$ cat src/rtl/rr_arbiter_n.sv
// N-requester bus arbiter: round-robin or fixed-priority selection, grant held
// until end_txn from the owner or an optional max-hold timeout revokes it.
module rr_arbiter_n #(
    parameter int NUM_REQ  = 4,
    parameter int MAX_HOLD = 0
) (
    input  logic                    clk,
    input  logic                    rstb,
    input  logic [NUM_REQ-1:0]      req,
    input  logic [NUM_REQ-1:0]      end_txn,
    input  logic                    prio_mode,
    output logic [NUM_REQ-1:0]      grant,
    output logic [((NUM_REQ > 1) ? $clog2(NUM_REQ) : 1)-1:0] grant_id,
    output logic                    busy,
    output logic                    timeout
);

    localparam int IDW  = (NUM_REQ > 1) ? $clog2(NUM_REQ) : 1;
    localparam int CNTW = 16;
    localparam logic            TO_EN     = (MAX_HOLD > 0) ? 1'b1 : 1'b0;
    localparam logic [CNTW-1:0] HOLD_LAST = CNTW'((MAX_HOLD > 0) ? (MAX_HOLD - 1) : 0);
    localparam logic [CNTW-1:0] CNT_MAX   = {CNTW{1'b1}};

    typedef enum logic {
        ST_IDLE = 1'b0,
        ST_GNT  = 1'b1
    } state_t;

    state_t                 state_r, state_s;
    logic [NUM_REQ-1:0]     grant_r, grant_s;
    logic [IDW-1:0]         grant_id_r, grant_id_s;
    logic                   busy_r, busy_s;
    logic                   timeout_r, timeout_s;
    logic [IDW-1:0]         last_r, last_s;
    logic [CNTW-1:0]        cnt_r, cnt_s;
    logic [IDW-1:0]         win_s;

    // Winner index; the scan order makes the lowest index / nearest-after-last win.
    function automatic logic [IDW-1:0] pick_winner(
        input logic [NUM_REQ-1:0] r,
        input logic [IDW-1:0]     last,
        input logic               fixed
    );
        logic [IDW-1:0] idx;
        int             j;
        idx = '0;
        if (fixed) begin
            for (int i = NUM_REQ - 1; i >= 0; i--) begin
                if (r[i]) begin
                    idx = IDW'(i);
                end else begin
                    idx = idx;
                end
            end
        end else begin
            for (int k = NUM_REQ; k >= 1; k--) begin
                j = (int'(last) + k) % NUM_REQ;
                if (r[j]) begin
                    idx = IDW'(j);
                end else begin
                    idx = idx;
                end
            end
        end
        return idx;
    endfunction

    // Arbitration winner for the current request vector.
    always_comb begin
        win_s = pick_winner(req, last_r, prio_mode);
    end

    // Next-state and next-output computation.
    always_comb begin
        state_s    = state_r;
        grant_s    = grant_r;
        grant_id_s = grant_id_r;
        busy_s     = busy_r;
        timeout_s  = 1'b0;
        last_s     = last_r;
        cnt_s      = cnt_r;
        case (state_r)
            ST_IDLE: begin
                if (|req) begin
                    state_s    = ST_GNT;
                    grant_s    = NUM_REQ'(1'b1) << win_s;
                    grant_id_s = win_s;
                    busy_s     = 1'b1;
                    cnt_s      = '0;
                end else begin
                    grant_s    = '0;
                    grant_id_s = '0;
                    busy_s     = 1'b0;
                end
            end
            ST_GNT: begin
                // A same-cycle end_txn wins over the timeout, so no pulse then.
                if (end_txn[grant_id_r]) begin
                    state_s    = ST_IDLE;
                    grant_s    = '0;
                    grant_id_s = '0;
                    busy_s     = 1'b0;
                    last_s     = grant_id_r;
                end else if (TO_EN && (cnt_r == HOLD_LAST)) begin
                    state_s    = ST_IDLE;
                    grant_s    = '0;
                    grant_id_s = '0;
                    busy_s     = 1'b0;
                    last_s     = grant_id_r;
                    timeout_s  = 1'b1;
                end else if (cnt_r != CNT_MAX) begin
                    cnt_s = cnt_r + CNTW'(1);
                end else begin
                    cnt_s = cnt_r;
                end
            end
            default: begin
                state_s    = ST_IDLE;
                grant_s    = '0;
                grant_id_s = '0;
                busy_s     = 1'b0;
                cnt_s      = '0;
            end
        endcase
    end

    // State and output registers.
    always_ff @(posedge clk or negedge rstb) begin
        if (!rstb) begin
            state_r    <= ST_IDLE;
            grant_r    <= '0;
            grant_id_r <= '0;
            busy_r     <= 1'b0;
            timeout_r  <= 1'b0;
            last_r     <= IDW'(NUM_REQ - 1);
            cnt_r      <= '0;
        end else begin
            state_r    <= state_s;
            grant_r    <= grant_s;
            grant_id_r <= grant_id_s;
            busy_r     <= busy_s;
            timeout_r  <= timeout_s;
            last_r     <= last_s;
            cnt_r      <= cnt_s;
        end
    end

    assign grant    = grant_r;
    assign grant_id = grant_id_r;
    assign busy     = busy_r;
    assign timeout  = timeout_r;

endmodule
$ cat config.mk
export PLATFORM = sky130hd
export DESIGN_NAME = rr_arbiter_n
export DESIGN_NICKNAME = d
export VERILOG_FILES = /design/src/rtl/rr_arbiter_n.sv
export SDC_FILE = /design/constraint.sdc
export NUM_CORES = 1
export LEC_CHECK = 0
export BUFFER_PORTS_ARGS = -buffer_cell sky130_fd_sc_hd__buf_2
export CAP_MARGIN = 5
export CORE_AREA = 2 2 39 41
export DETAILED_ROUTE_END_ITERATION = 10
export DIE_AREA = 0 0 41 43
export PLACE_DENSITY = 0.7
export SLEW_MARGIN = 20
export SYNTH_ARGS = -nofsm -noshare
export SYNTH_HDL_FRONTEND = slang
export SYNTH_SLANG_ARGS = --single-unit
$ cat constraint.sdc
create_clock -name clk -period 3 [get_ports clk]
set_input_delay 0.15 -clock clk [delete_from_list [all_inputs] [get_ports clk]]
set_output_delay 0.15 -clock clk [all_outputs]
set_load 0.01 [all_outputs]
# ---- Yosys cells after proc, flatten, opt, wreduce, memory -nomap -nowiden
# Index checks and enable logic that the tools add are counted.
dict set report totals {
  register_bits 10
  input_bits 11
  output_inout_bits 8
  wordCells 61
}
dict set report classes {
  addsub 4
  magnitude_cmp 5
  eq_ne 1
  shifts 1
  mux 34
  n_bitwise 5
  reduce_logical 6
}
# op count
set ops {}
lappend ops {{two-way mux 2 bit} 11}
lappend ops {{< comparator 3 x 4 -> 1 bit (second input constant)} 4}
lappend ops {{two-way mux 1 bit} 12}
lappend ops {{binary-select mux 1 bit (select 2 bit)} 5}
lappend ops {{two-way mux 4 bit} 2}
lappend ops {{one-hot mux 4 bit (2 select lines)} 1}
lappend ops {{OR reduction 2 bit} 4}
lappend ops {{adder 2 x 1 -> 2 bit (second input constant)} 2}
lappend ops {{adder 2 bit (second input constant)} 2}
lappend ops {{bitwise AND 1 bit (first input constant)} 4}
lappend ops {{one-hot mux 1 bit (2 select lines)} 2}
lappend ops {{one-hot mux 2 bit (2 select lines)} 1}
lappend ops {{OR reduction 4 bit} 1}
lappend ops {{left shift 1 x 2 -> 4 bit (first input constant)} 1}
lappend ops {{< comparator 2 x 3 -> 1 bit (second input constant)} 1}
lappend ops {{!= test 2 x 1 -> 1 bit (second input constant)} 1}
lappend ops {{AND reduction 2 bit} 1}
lappend ops {{NOT 1 bit} 1}

# ---- Depth between registers and ports, before layout
# Gate-level depths: netlist (run 1).
dict set report depth {
  word_depth 14
  ltp_mapped 5
  mapped_depth_nobuf 5
}

# ---- Worst setup path before layout (run 1)
# OpenSTA, ideal clock, no wires.
dict set report synth_timing {
  kind {register to register}
  startpoint {reg grant_id_r[0], in the netlist grant_id[0]}
  endpoint {reg last_r[0]}
  setup_time_ps 82
  arrival_ps 1367
  required_ps 2918
  slack_ps 1551
  path_stages_with_launch 4
  path_cell_list {dfrtp_1 mux4_2 nand2_1 mux2_2}
}
dict set report synth_via {
  elab_chain_cells 3
}
# item line_no
set synth_lines {}
lappend synth_lines {{start, declared} 31} ;# logic [IDW-1:0] grant_id_r, grant_id_s;
lappend synth_lines {{start signal, assigned} 140} ;# grant_id_r <= grant_id_s;
lappend synth_lines {{binary-select mux 1 bit (select 2 bit)} 98} ;# if (end_txn[grant_id_r]) begin
lappend synth_lines {{two-way mux 1 bit (implied by the code)} 98}
lappend synth_lines {{AND reduction 2 bit (no source line)} -}
lappend synth_lines {{end signal, assigned} 135} ;# last_r <= IDW'(NUM_REQ - 1);
lappend synth_lines {{end signal, assigned} 143} ;# last_r <= last_s;
lappend synth_lines {{end, declared} 34} ;# logic [IDW-1:0] last_r, last_s;
# Parallel ways exist; a longest one is shown, timed or not. The select of a mux whose other input is x is not followed.
# A chain may end at the register's enable or synchronous reset.

# ---- Final worst setup path (run 1)
dict set report layout_timing {
  startpoint {reg grant_id_r[0], in the netlist grant_id[0]}
  endpoint {reg grant_r[0], in the netlist grant[0]}
}
dict set report layout_via {
  elab_chain_cells 3
}
# item line_no
set layout_lines {}
lappend layout_lines {{binary-select mux 1 bit (select 2 bit)} 98}
lappend layout_lines {{two-way mux 1 bit (implied by the code)} 98}
lappend layout_lines {{!= test 2 x 1 -> 1 bit (no source line)} -}
lappend layout_lines {{end signal, assigned} 139} ;# grant_r <= grant_s;
lappend layout_lines {{end, declared} 30} ;# logic [NUM_REQ-1:0] grant_r, grant_s;
# Every way passes these cells. The select of a mux whose other input is x is not followed.

==> flow_summary.yaml, run 1 <==
outcome:
  status: "finished clean"
clock_tree:
  ctsHoldBuffers: 1
  cts_resized: 0
  cts_max_level: 1
  cts.sinks: 10
  postCtsSetupBuffers: 0
  clkTransAtPathRegs_ps: 60
  cts_root_buf: "clkbuf_4"
  clk_latency_ps: 260
  cts_buffers: 3
  clockBufferDepth: 2
  cts_tree: "yes"
grt:
  grt_use_met3_pct: 1.571
  grtUsageTotal_pct: 14.72
  grt-ovfl-total: 0
  grt_pass1_vias: 422
  top_usage_layer: "met2"
  grt_pass1_wl_um: 1725
  use_met1_pct: 19.80
  grt_max_degree: 11
  antenna_found_initial: 0
  met2_usage_pct: 21.25
cells_and_area:
  seqCellArea_um2: 252.7
  fill_cells: 130
  finalNetCount: 85
  final_util_pct: 49.37
  syn2layout_area_growth_pct: 24.94
  n_antenna_cell: 0
  fin_cells: 89
  multi_input_area_um2: 271.5
  final_layout_size_suffix_gt1_share_pct: 42.47
floorplan:
  die_x_um: 41
  core.rowCount: 14
  start_util_pct: 39.51
  fp.dieH_um: 43
  core_um2: 1384
  die_area_um2: 1763
  io_pins: 19
yosys:
  synth-simple-area-share_pct: 22.43
  yosys.area.top_type_share_pct: 36.61
  synth-edff-count: 0
  muxShareOfSynthArea_pct: 8.238
  ys_seq_elements: 10
  synth_top_family_by_area: "simple AND/OR/NAND/NOR gates"
  synth_fa_ha_area_share_pct: 0
  async_flop_share_pct: 100.0
  synth_common_cells: "10 x nand2_1, 8 x dfrtp_1, 4 x nor2b_1"
  ys_seq_area_share_pct: 46.22
  synthDistinctLibCells: 26
  syn_nets: 64
  synth.avg_cell_area_um2: 10.32
  netlist_instances: 53
  synth.largest_area_cell: "dfrtp_1"
  synth_most_common_cell: "nand2_1"
  synth_warnings: 0
  synthTopCellsByArea: "dfrtp_1 37%, dfstp_2 9.6%, nand2_1 6.9%, nor2b_1 4.6%, mux2_2 4.1%"
  synth-main-ff-cell: "dfrtp_1"
  synth_area_um2: 546.8
  synth_compound_area_share_pct: 18.31
  synthXorXnorAreaFrac_pct: 0
sta:
  rsz0062_at_grt: "false"
  final-setup-viol-count: 0
  slew_headroom_pct: 65.50
  max_freq_ghz: 0.6035
  skew_ps: 0.6024
  setup_tns_ps: 0
  slew_violations: 0
  worstMarginPinSlew_ps: 516.5
  fin_crit_sh_pct: 55.24
  hold_viol: 0
  min_period_ps: 1657
worst_setup_path:
  cp.arrival_ps: 1830
  max_stage_delay_ps: 530
  worstSetupPathType: "flop to flop"
  cp_max_fo: 8
  crit_slowest_cell: "mux4_2"
  crit_buf_inv: 0
  crit_family: "simple AND/OR/NAND/NOR gates"
  critical_path_required_ps: 3170
  setup.worst_path.start_class: "flop"
  worstPathCellList: "mux4_2, nor2b_1, nand2_1, o31ai_1"
  worstSetupEndpointType: "flop"
pwr:
  power.leakage_nw: 0.3330
  power.total_uw: 600.7
  vdd_ir_drop_max_mv: 0.4432
  p_per_area_nw_per_um2: 879.4
routing:
  wire_per_inst_um: 12.08
  drt_first_iter_violations: 3
  firstDrtPassIters: 4
  vias_per_cell: 5.146
  drt_wl_total_um: 1075
  num_vias: 458
  ant_nets: 0
  drc_errors: 0
placed_design:
  gp_congestion: 0.6599
  dpl.hpwl_um: 858.3
  placedCellCount: 84
  portBuffers: 17
flow_run:
  cap_violations: 0
min_path:
  hold_class: "primary input to asynchronous set/reset pin"
## state kept, by name, summed over array words and instances, names as in the netlist
signal,count
grant,4
state_r,1
busy,1
last_r,2
grant_id,2
## stage by stage
stage | setup slack (ps) | hold WS (ps) | area [um^2]
global placement | 1425 | 16.99 | 636.9
floorplan | 1551 | -145.6 | 546.8
CTS | 1356 | 267.6 | 683.2
detailed placement | 1379 | 19.47 | 636.9
finish | 1343 | 268.5 | 683.2
global route | 1219 | 290.0 | 683.2
## per-layer routing
layer | part of all wire (%) | up-vias | routed length (um)
met4 | 2.4 | 0 | 26
li1 | - | 223 | -
met3 | 5.1 | 4 | 55
met2 | 44 | 18 | 472
met5 | 0 | - | 0
met1 | 48 | 213 | 521
## cell families (layout without fill, tap and decap cells)
family / count (synthesis) / count (layout)
mux: 3 / 3
other cells: 1 / 1
compound gates: 11 / 11
buf+inv: 4 / 24
flops: 10 / 10
simple gates: 24 / 24
## cell type report
type / count / share of cell area (%)
sequential: 10 / 37.00
inverter: 2 / 1.099
multi-input combinational: 39 / 39.74
tap: 16 / 2.930
clock buffer: 4 / 5.311
timing repair buffer: 18 / 13.92
## cells in the final DEF, fill, tap and decap left out, drive strengths merged
cell type and n:
a32o 2, nor2 2, dlygate4sd3 1, clkbuf 4, nor3b 1, inv 2
nand2 10, a22oi 1, conb 1, a221oi 1, dfrtp 8, mux2 2
buf 17, a21oi 2, mux4 1, or2 2, dfstp 2, nand2b 1
a22o 1, nor3 2, and2b 1, o21ai 2, o32ai 1, nor2b 5
o31ai 1
## report_power, final
part	total [mW]	internal [mW]	switching, mW
combinational	0.235	0.112	0.124
clock	0.120	0.0737	0.0462
sequential	0.245	0.198	0.0470
## path summary, 6_finish.rpt
path                       slack (ps)  depth (start not counted)   startpoint     endpoint
setup / recovery                 1340                          4  grant_id[0]     grant[0]
hold / removal                    270                          2         rstb  grant_id[0]
setup reg to reg                 1340                          4  grant_id[0]     grant[0]
hold reg to reg                   480                          2         busy         busy
max in group asynchronous        2480                          2         rstb    last_r[1]
min in group clk                  300                          4       req[0]  grant_id[0]
## worst register-to-register path, stage by stage (launching register included)
cell	delay [ps]
dfrtp_1	410
mux4_2	530
nor2b_1	440
nand2_1	110
o31ai_1	80
Power figures use the tool's default switching activity.
==> run 2, diff against run 1 <==
==> constraint.sdc (replaced) <==
create_clock -name clk -period 1.69 [get_ports clk]
set_input_delay 0.0845 -clock clk [delete_from_list [all_inputs] [get_ports clk]]
set_output_delay 0.0845 -clock clk [all_outputs]
set_load 0.01 [all_outputs]
==> flow_summary.yaml, run 2 (synthesis gave the netlist of run 1 again) <==
floorplan:
  die_area_um2: 1763
  die_x_um: 41
  core_um2: 1384
  fp.dieH_um: 43
  core.rowCount: 14
  io_pins: 19
  start_util_pct: 39.51
cells_and_area:
  final_layout_size_suffix_gt1_share_pct: 43.24
  layout_common_cells: "17 x buf_2, 10 x nand2_1, 8 x dfrtp_1"
  fill_cells: 122
  final_util_pct: 49.91
  largest_reg_flops: 4
  final_common_cell: "buf_2"
  syn2layout_area_growth_pct: 26.32
  finalNetCount: 86
  n_antenna_cell: 0
routing:
  vias_per_cell: 5.278
  wire_per_inst_um: 12.48
  num_vias: 475
  drc_errors: 0
  drt_first_iter_violations: 10
  ant_nets: 0
  drt_wl_total_um: 1123
  firstDrtPassIters: 2
grt:
  grt_pass1_wl_um: 1952
  grt_max_degree: 11
  grtUsageTotal_pct: 16.75
  grt_use_met3_pct: 1.571
  grt_pass1_vias: 474
  met2_usage_pct: 25.31
  antenna_found_initial: 0
  use_met1_pct: 22.22
  top_usage_layer: "met2"
  grt-ovfl-total: 0
worst_setup_path:
  r2r-start: "last_r[0]"
  ff2ff_path_depth: 4
  worstSetupEndpointType: "flop"
  crit_path_end: "grant[2]"
  rr_endpoint: "grant[2]"
  ff2ff_setup_slack_ps: 220
  cp.arrival_ps: 1630
  crit_path_start: "last_r[0]"
  worstSetupPathType: "flop to flop"
  setup.worst_path.start_class: "flop"
  cp_max_fo: 5
  critical_path_required_ps: 1850
pwr:
  power_frac_seq_pct: 40.0
  power.total_mw: 1.078
  vdd_ir_drop_max_mv: 0.6551
  combPwrFrac_pct: 40.3
  p_sw_uw: 381.4
  clkPwrFrac_pct: 19.7
  p_int_uw: 697.1
  power.leakage_nw: 0.3381
  sw_frac_of_total_pct: 35.36
  p_per_area_nw_per_um2: 1561
clock_tree:
  postCtsSetupBuffers: 0
  cts_root_buf: "clkbuf_4"
  cts_max_level: 1
  cts.sinks: 10
  clk_latency_ps: 260
  cts_buffers: 3
  clkTransAtPathRegs_ps: 60
  cts_tree: "yes"
  ctsHoldBuffers: 1
  clockBufferDepth: 2
  cts_resized: 0
placed_design:
  portBuffers: 17
  gp_congestion: 0.7053
  place_ws_ps: 226.0
sta:
  final-setup-viol-count: 0
  min_period_ps: 1471
  rsz0062_at_grt: "false"
  slew_violations: 0
  skew_ps: 0.3304
  hold_viol: 0
  max_freq_ghz: 0.6796
  setup_tns_ps: 0
  fin_crit_sh_pct: 87.06
  setup_ws_ps: 218.6
outcome:
  status: "finished clean"
flow_run:
  cap_violations: 0
min_path:
  hold_class: "primary input to asynchronous set/reset pin"
## run 2: changes by cell type in the layout (fill, tap and decap cells not counted), sizes merged
cell  previous run  this run
buf             17        18
## run 2: worst min-delay path by stage
stage          start           to  depth (start not counted)
3_3_place_gp    rstb  grant_id[1]                          1
4_1_cts         rstb      state_r                          2
3_5_place_dp    rstb  grant_id[1]                          1
2_1_floorplan   rstb         busy                          0
5_1_grt         rstb      state_r                          2
6_report        rstb  grant_id[1]                          2
## run 2: critical path, stage by stage (launching register included)
cell and delay, ps:
dfstp_2 550, nor2b_2 60, a221oi_2 300, a22oi_2 170
a32o_1 280
## run 2: power groups by stage
stage          clock, mW  sequential [mW]  combinational (mW)
2_1_floorplan          0            0.455               0.272
5_1_grt            0.225            0.450               0.491
3_5_place_dp           0            0.436               0.437
4_1_cts            0.219            0.433               0.442
6_report           0.213            0.431               0.434
3_3_place_gp           0            0.431               0.434
## run 2: final cells by class
type / instances / area (um^2) / share of cell area, %
timing repair buffer: 19 / 102.6 / 14.86
clock buffer: 4 / 36.28 / 5.254
multi-input combinational: 39 / 271.5 / 39.31
sequential: 10 / 252.7 / 36.59
tap: 16 / 20.02 / 2.899
inverter: 2 / 7.507 / 1.087
## run 2: metrics by stage
stage	instances	area [um^2]	hold WS, ps
2_1_floorplan	53	546.8	-211.1
3_3_place_gp	85	644.4	-47.90
3_5_place_dp	85	644.4	-45.81
4_1_cts	90	690.7	192.9
5_1_grt	90	690.7	222.6
6_report	90	690.7	203.0
## run 2: metal layers
metal	up-vias	wire length, um
li1	227	-
met1	226	449
met2	18	571
met3	4	81
met4	0	20
met5	-	0
